File: config.mk
export PLATFORM = sky130hd
export DESIGN_NAME = odd_parity_serial_tx
export DESIGN_NICKNAME = d
export VERILOG_FILES = /design/src/rtl/odd_parity_pkg.sv /design/src/rtl/odd_parity_gen.sv /design/src/rtl/odd_parity_serial_tx.sv
export SDC_FILE = /design/constraint.sdc
export NUM_CORES = 1
export LEC_CHECK = 0
export ABC_AREA = 0
export ABC_CLOCK_PERIOD_IN_PS = 1950
export BUFFER_PORTS_ARGS = -buffer_cell sky130_fd_sc_hd__buf_2
export CAP_MARGIN = 20
export CORE_MARGIN = 2
export CORE_UTILIZATION = 45
export CTS_BUF_LIST = sky130_fd_sc_hd__clkbuf_8
export CTS_CLUSTER_SIZE = 12
export DETAILED_ROUTE_END_ITERATION = 10
export PLACE_DENSITY = 0.76
export SETUP_SLACK_MARGIN = 0.4
export SLEW_MARGIN = 0
export SYNTH_ARGS = -nofsm -noshare
export SYNTH_HDL_FRONTEND = slang
export SYNTH_HIERARCHICAL = 1
export SYNTH_SLANG_ARGS = --single-unit
File: constraint.sdc
create_clock -name clk -period 1.95 [get_ports clk]
set_clock_uncertainty 0.15 [all_clocks]
set_input_delay 0.195 -clock clk [delete_from_list [all_inputs] [get_ports clk]]
set_output_delay 0.195 -clock clk [all_outputs]
set_load 0.03 [all_outputs]
File: src/rtl/odd_parity_pkg.sv
// Shared types and helpers for the odd-parity serial link (transmitter and receiver side).
package odd_parity_pkg;

  localparam int unsigned DATA_W_DEFAULT = 16;

  typedef enum logic [2:0] {
    StIdle,
    StStart,
    StData,
    StParity,
    StStop
  } tx_state_e;

  function automatic logic odd_parity(input logic [15:0] data);
    return ~^data;
  endfunction

endpackage

File: src/rtl/odd_parity_gen.sv
// Combinational odd-parity generator: parity makes the total count of ones odd.
module odd_parity_gen #(
  parameter int unsigned DATA_W = 16
) (
  input  logic [DATA_W-1:0] data,
  output logic              parity
);

  assign parity = ~^data;

endmodule

File: src/rtl/odd_parity_serial_tx.sv
// Framed serial transmitter: start, DATA_W bits LSB-first, odd parity, stop.
// Optional parity error injection is compiled in with PARITY_ERR_INJECT_EN.
module odd_parity_serial_tx
  import odd_parity_pkg::*;
#(
  parameter int unsigned DATA_W       = DATA_W_DEFAULT,
  parameter int unsigned CLKS_PER_BIT = 4
) (
  input  logic              clk,
  input  logic              rst_n,
  input  logic [DATA_W-1:0] data_in,
  input  logic              data_valid,
`ifdef PARITY_ERR_INJECT_EN
  input  logic              inject_err,
`endif
  output logic              data_ready,
  output logic              tx_out,
  output logic              busy,
  output logic              parity_out
);

  localparam int unsigned CntW = $clog2(CLKS_PER_BIT + 1);
  localparam int unsigned IdxW = $clog2(DATA_W + 1);
  localparam logic [CntW-1:0] CntLast = CntW'(CLKS_PER_BIT - 1);
  localparam logic [IdxW-1:0] IdxLast = IdxW'(DATA_W - 1);

  tx_state_e         state_q;
  logic [CntW-1:0]   bit_cnt_q;
  logic [IdxW-1:0]   bit_idx_q;
  logic [DATA_W-1:0] shift_q;
  logic [DATA_W-1:0] shift_nxt;
  logic              par_raw;
  logic              par_new;
  logic              accept;
  logic              bit_done;

  odd_parity_gen #(
    .DATA_W (DATA_W)
  ) u_parity_gen (
    .data   (data_in),
    .parity (par_raw)
  );

`ifdef PARITY_ERR_INJECT_EN
  assign par_new = par_raw ^ inject_err;
`else
  assign par_new = par_raw;
`endif

  assign accept    = data_valid && data_ready;
  assign bit_done  = (bit_cnt_q == CntLast);
  assign shift_nxt = shift_q >> 1;

  // tx_out is registered one state ahead so the line changes on the same edge as the state.
  always_ff @(posedge clk or negedge rst_n) begin
    if (!rst_n) begin
      state_q    <= StIdle;
      bit_cnt_q  <= '0;
      bit_idx_q  <= '0;
      shift_q    <= '0;
      tx_out     <= 1'b1;
      data_ready <= 1'b1;
      busy       <= 1'b0;
      parity_out <= 1'b0;
    end else begin
      unique case (state_q)
        StIdle: begin
          if (accept) begin
            shift_q    <= data_in;
            parity_out <= par_new;
            data_ready <= 1'b0;
            busy       <= 1'b1;
            tx_out     <= 1'b0;
            bit_cnt_q  <= '0;
            bit_idx_q  <= '0;
            state_q    <= StStart;
          end
        end
        StStart: begin
          if (bit_done) begin
            bit_cnt_q <= '0;
            tx_out    <= shift_q[0];
            state_q   <= StData;
          end else begin
            bit_cnt_q <= bit_cnt_q + CntW'(1);
          end
        end
        StData: begin
          if (bit_done) begin
            bit_cnt_q <= '0;
            shift_q   <= shift_nxt;
            if (bit_idx_q == IdxLast) begin
              bit_idx_q <= '0;
              tx_out    <= parity_out;
              state_q   <= StParity;
            end else begin
              bit_idx_q <= bit_idx_q + IdxW'(1);
              tx_out    <= shift_nxt[0];
            end
          end else begin
            bit_cnt_q <= bit_cnt_q + CntW'(1);
          end
        end
        StParity: begin
          if (bit_done) begin
            bit_cnt_q <= '0;
            tx_out    <= 1'b1;
            state_q   <= StStop;
          end else begin
            bit_cnt_q <= bit_cnt_q + CntW'(1);
          end
        end
        StStop: begin
          if (bit_done) begin
            bit_cnt_q  <= '0;
            data_ready <= 1'b1;
            busy       <= 1'b0;
            tx_out     <= 1'b1;
            state_q    <= StIdle;
          end else begin
            bit_cnt_q <= bit_cnt_q + CntW'(1);
          end
        end
        default: begin
          state_q    <= StIdle;
          bit_cnt_q  <= '0;
          bit_idx_q  <= '0;
          tx_out     <= 1'b1;
          data_ready <= 1'b1;
          busy       <= 1'b0;
        end
      endcase
    end
  end

endmodule

==> impl_metrics.ini <==
[status]
status = finished clean

[yosys]
synth_cells = 174
synth-edff-count = 0
synth-seq-cells = 31
synth_top_area_share_pct = 39.9
syn_area_um2 = 1820
ys_seq_area_share_pct = 42.8
ys_top_cells_by_area = dfrtp_1 (40%), mux2i_1 (8.8%), xnor2_1 (6.3%)
syn_nets = 195
yosys_warnings = 6
yosysTopAreaCell = dfrtp_1
synth_ff_type = dfrtp_1
avgSynthCellArea_um2 = 10.4
yosysUniqueCellTypes = 45
synthArstFlopShare_pct = 100

[power]
p_sw_share_pct = 21.5
p_clk_share_pct = 46.0
combPwrFrac_pct = 8.8
max-vdd-ir-drop_v = 0.000883
power_density_nw_per_um2 = 660
internal-power_w = 0.00112
netSwitchingPower_w = 0.000305
seq_power_share_pct = 45.2
p_leak_nw = 0.898
p_total_w = 0.00142

[cells_and_area]
regArea_um2 = 783
final_util_pct = 54.6
final_net_count = 224
multi_input_area_um2 = 957
num-fill-cells = 328
antenna_cells = 0
drive_above_1_share_pct = 28.9
layout_commonest_cell = dfrtp_1
area_growth_pct = 18.6
layout_common_cells = dfrtp_1 (25), nand2_1 (24), buf_2 (22)

[detailed_routing]
ant_nets = 0
vias = 1325
dr.pass1.iters = 4
routedWlPerCell_um = 14.0
drt-total-wl_mm = 3.56
drt-initial-drc-count = 33
drc = 0
viasPerCell = 5.22

[global_route]
grt_overflow = 0
busiest_layer = met1
antenna_found_initial = 0
grt_pass1_wl_mm = 5.51
track_usage_pct = 16.2
grt_use_met1_pct = 23.9
grt_start_max_net_pins = 32
grt_pass1_vias = 1136
grtUsageMet2_pct = 22.4
use_met3_pct = 5.00

[clock_tree]
cts_buffers = 5
clockBufferDepth = 2
cts_sinks = 31
cts_tree = done
worst_skew_pair.late_latency_ps = 280
h-tree-depth = 2
root_buffer = clkbuf_8
clk_pin_slew_worst_paths_ps = 70

[worst_setup_path]
critPathLaunchType = flop
critical_path_arrival_ps = 1600
critPathKind = flop to flop
path_max_fanout = 15
critPathCaptureType = flop
critPathRequiredTime_ps = 1970

[floorplanning]
pin_count = 23
core_um2 = 3940
die_y_um = 67.5
die-area_um2 = 4560
initial_utilization_pct = 46.1
rows = 23
dieWidth_um = 67.5

[sta]
finalSetupViolCount = 0
fin_tns_setup_ps = 0
slew_violations = 0
relSlewSlack_pct = 53.3
worst_slew_pin_slew_ps = 701
fmax_mhz = 633
fin_crit_ps = 1580
fin_ws_ps = 369
grt_setup_unrepaired = true
timing_hold_violations_final = 0
min_period_over_period_pct = 81.1

[run]
drv_cap = 0

[placed_design]
place.port_buffers = 22
place.gp.congestion = 0.791
dp_hpwl_mm = 2.31
dp_slack_ps = 268

[min_path]
hold_path.class = input port to flop
==> timing repair <==
| item | CTS | global route |
|---|---|---|
| resized for setup | 5 | 4 |
| gates cloned | 0 | 1 |
| hold buffers | 1 | 0 |
| setup buffers | 2 | 2 |
| setup endpoints to repair | 22 | 27 |
| pin swaps | 0 | 1 |
| hold endpoints to repair | 29 | 0 |
==> synthesized netlist by cell type (2+ instances only) <==
library cell	number
o31ai_1	3
dfrtp_1	29
xnor2_1	13
xor2_1	3
mux2_2	2
nand2_1	24
nor2_1	10
nand3b_1	2
buf_6	8
a21oi_1	3
nor3_1	3
nand2b_1	2
o21ai_0	5
o21ai_1	15
dfstp_2	2
nand3_1	5
ha_1	2
mux2i_1	16
==> cells by family (layout without fill, tap and decap cells) <==
| kind of cell | after synthesis | after routing | synth area share (%) |
|---|---|---|---|
| buffers and inverters | 11 | 41 | 5.65 |
| XOR/XNOR | 16 | 16 | 7.71 |
| flip-flops | 31 | 31 | 42.8 |
| AND/OR/NAND/NOR | 57 | 57 | 17.4 |
| multiplexers | 18 | 18 | 10.1 |
| adder cells (fa/ha/maj) | 2 | 2 | 1.38 |
| AO/OA/AOI/OAI | 39 | 39 | 14.9 |
==> through the flow <==
stage / instances / instance area [um2] / hold slack (ps)
after floorplan: 174 / 1820 / -251
after global placement: 240 / 1950 / 125
after detailed placement: 240 / 1950 / 124
after CTS: 251 / 2100 / 10.6
after global routing: 254 / 2150 / 18.5
final: 254 / 2150 / 13.7
==> power groups by stage <==
stage | clock network [W] | registers, W | logic [W]
after global placement | 0 | 0.000655 | 0.000120
after floorplan | 0 | 0.000655 | 0.0000717
final | 0.000654 | 0.000643 | 0.000125
after detailed placement | 0 | 0.000655 | 0.000119
after global routing | 0.000683 | 0.000643 | 0.000135
after CTS | 0.000665 | 0.000643 | 0.000122
==> cell type report <==
| type | instances | share of cell area, % |
|---|---|---|
| clock buffer | 6 | 3.83 |
| timing repair buffer | 32 | 10.7 |
| tap | 50 | 2.90 |
| clock inverter | 2 | 1.63 |
| multi-input combinational | 132 | 44.4 |
| sequential | 31 | 36.4 |
| inverter | 1 | 0.174 |
==> flip-flops by register name (all words and copies together) (netlist names) <==
signal and flops:
data_ready 1, parity_out 1, bit_cnt_q 3, state_q 3, shift_q 16, busy 1
tx_out 1, bit_idx_q 5
==> path summary, 6_finish.rpt <==
| check | startpoint | end | slack, ps | depth (start not counted) |
|---|---|---|---|---|
| max in group asynchronous | rst_n | bit_cnt_q[0]$_DFFE_PN0P_ | 820 | 2 |
| setup / recovery | state_q[1]$_DFFE_PN0P_ | shift_q[15]$_DFFE_PN0P_ | 370 | 4 |
| setup reg to reg | state_q[1]$_DFFE_PN0P_ | shift_q[15]$_DFFE_PN0P_ | 370 | 4 |
| min in group asynchronous | rst_n | busy$_DFFE_PN0P_ | 340 | 2 |
| hold reg to reg | shift_q[2]$_DFFE_PN0P_ | shift_q[2]$_DFFE_PN0P_ | 330 | 2 |
| hold / removal | data_in[15] | shift_q[15]$_DFFE_PN0P_ | 10 | 2 |
==> routing by layer <==
| layer | routed length [um] | vias to the layer above |
|---|---|---|
| met2 | 1680 | 22 |
| met1 | 1730 | 629 |
| li1 | - | 670 |
| met4 | 50 | 0 |
| met5 | 0 | - |
| met3 | 103 | 4 |
==> worst max-delay path: stages (launching register included) <==
cell and delay (ps):
dfrtp_2 480, and3b_4 350, o21ai_4 80, clkbuf_16 180, a22o_1 220
(Power assumes the default switching activity.)
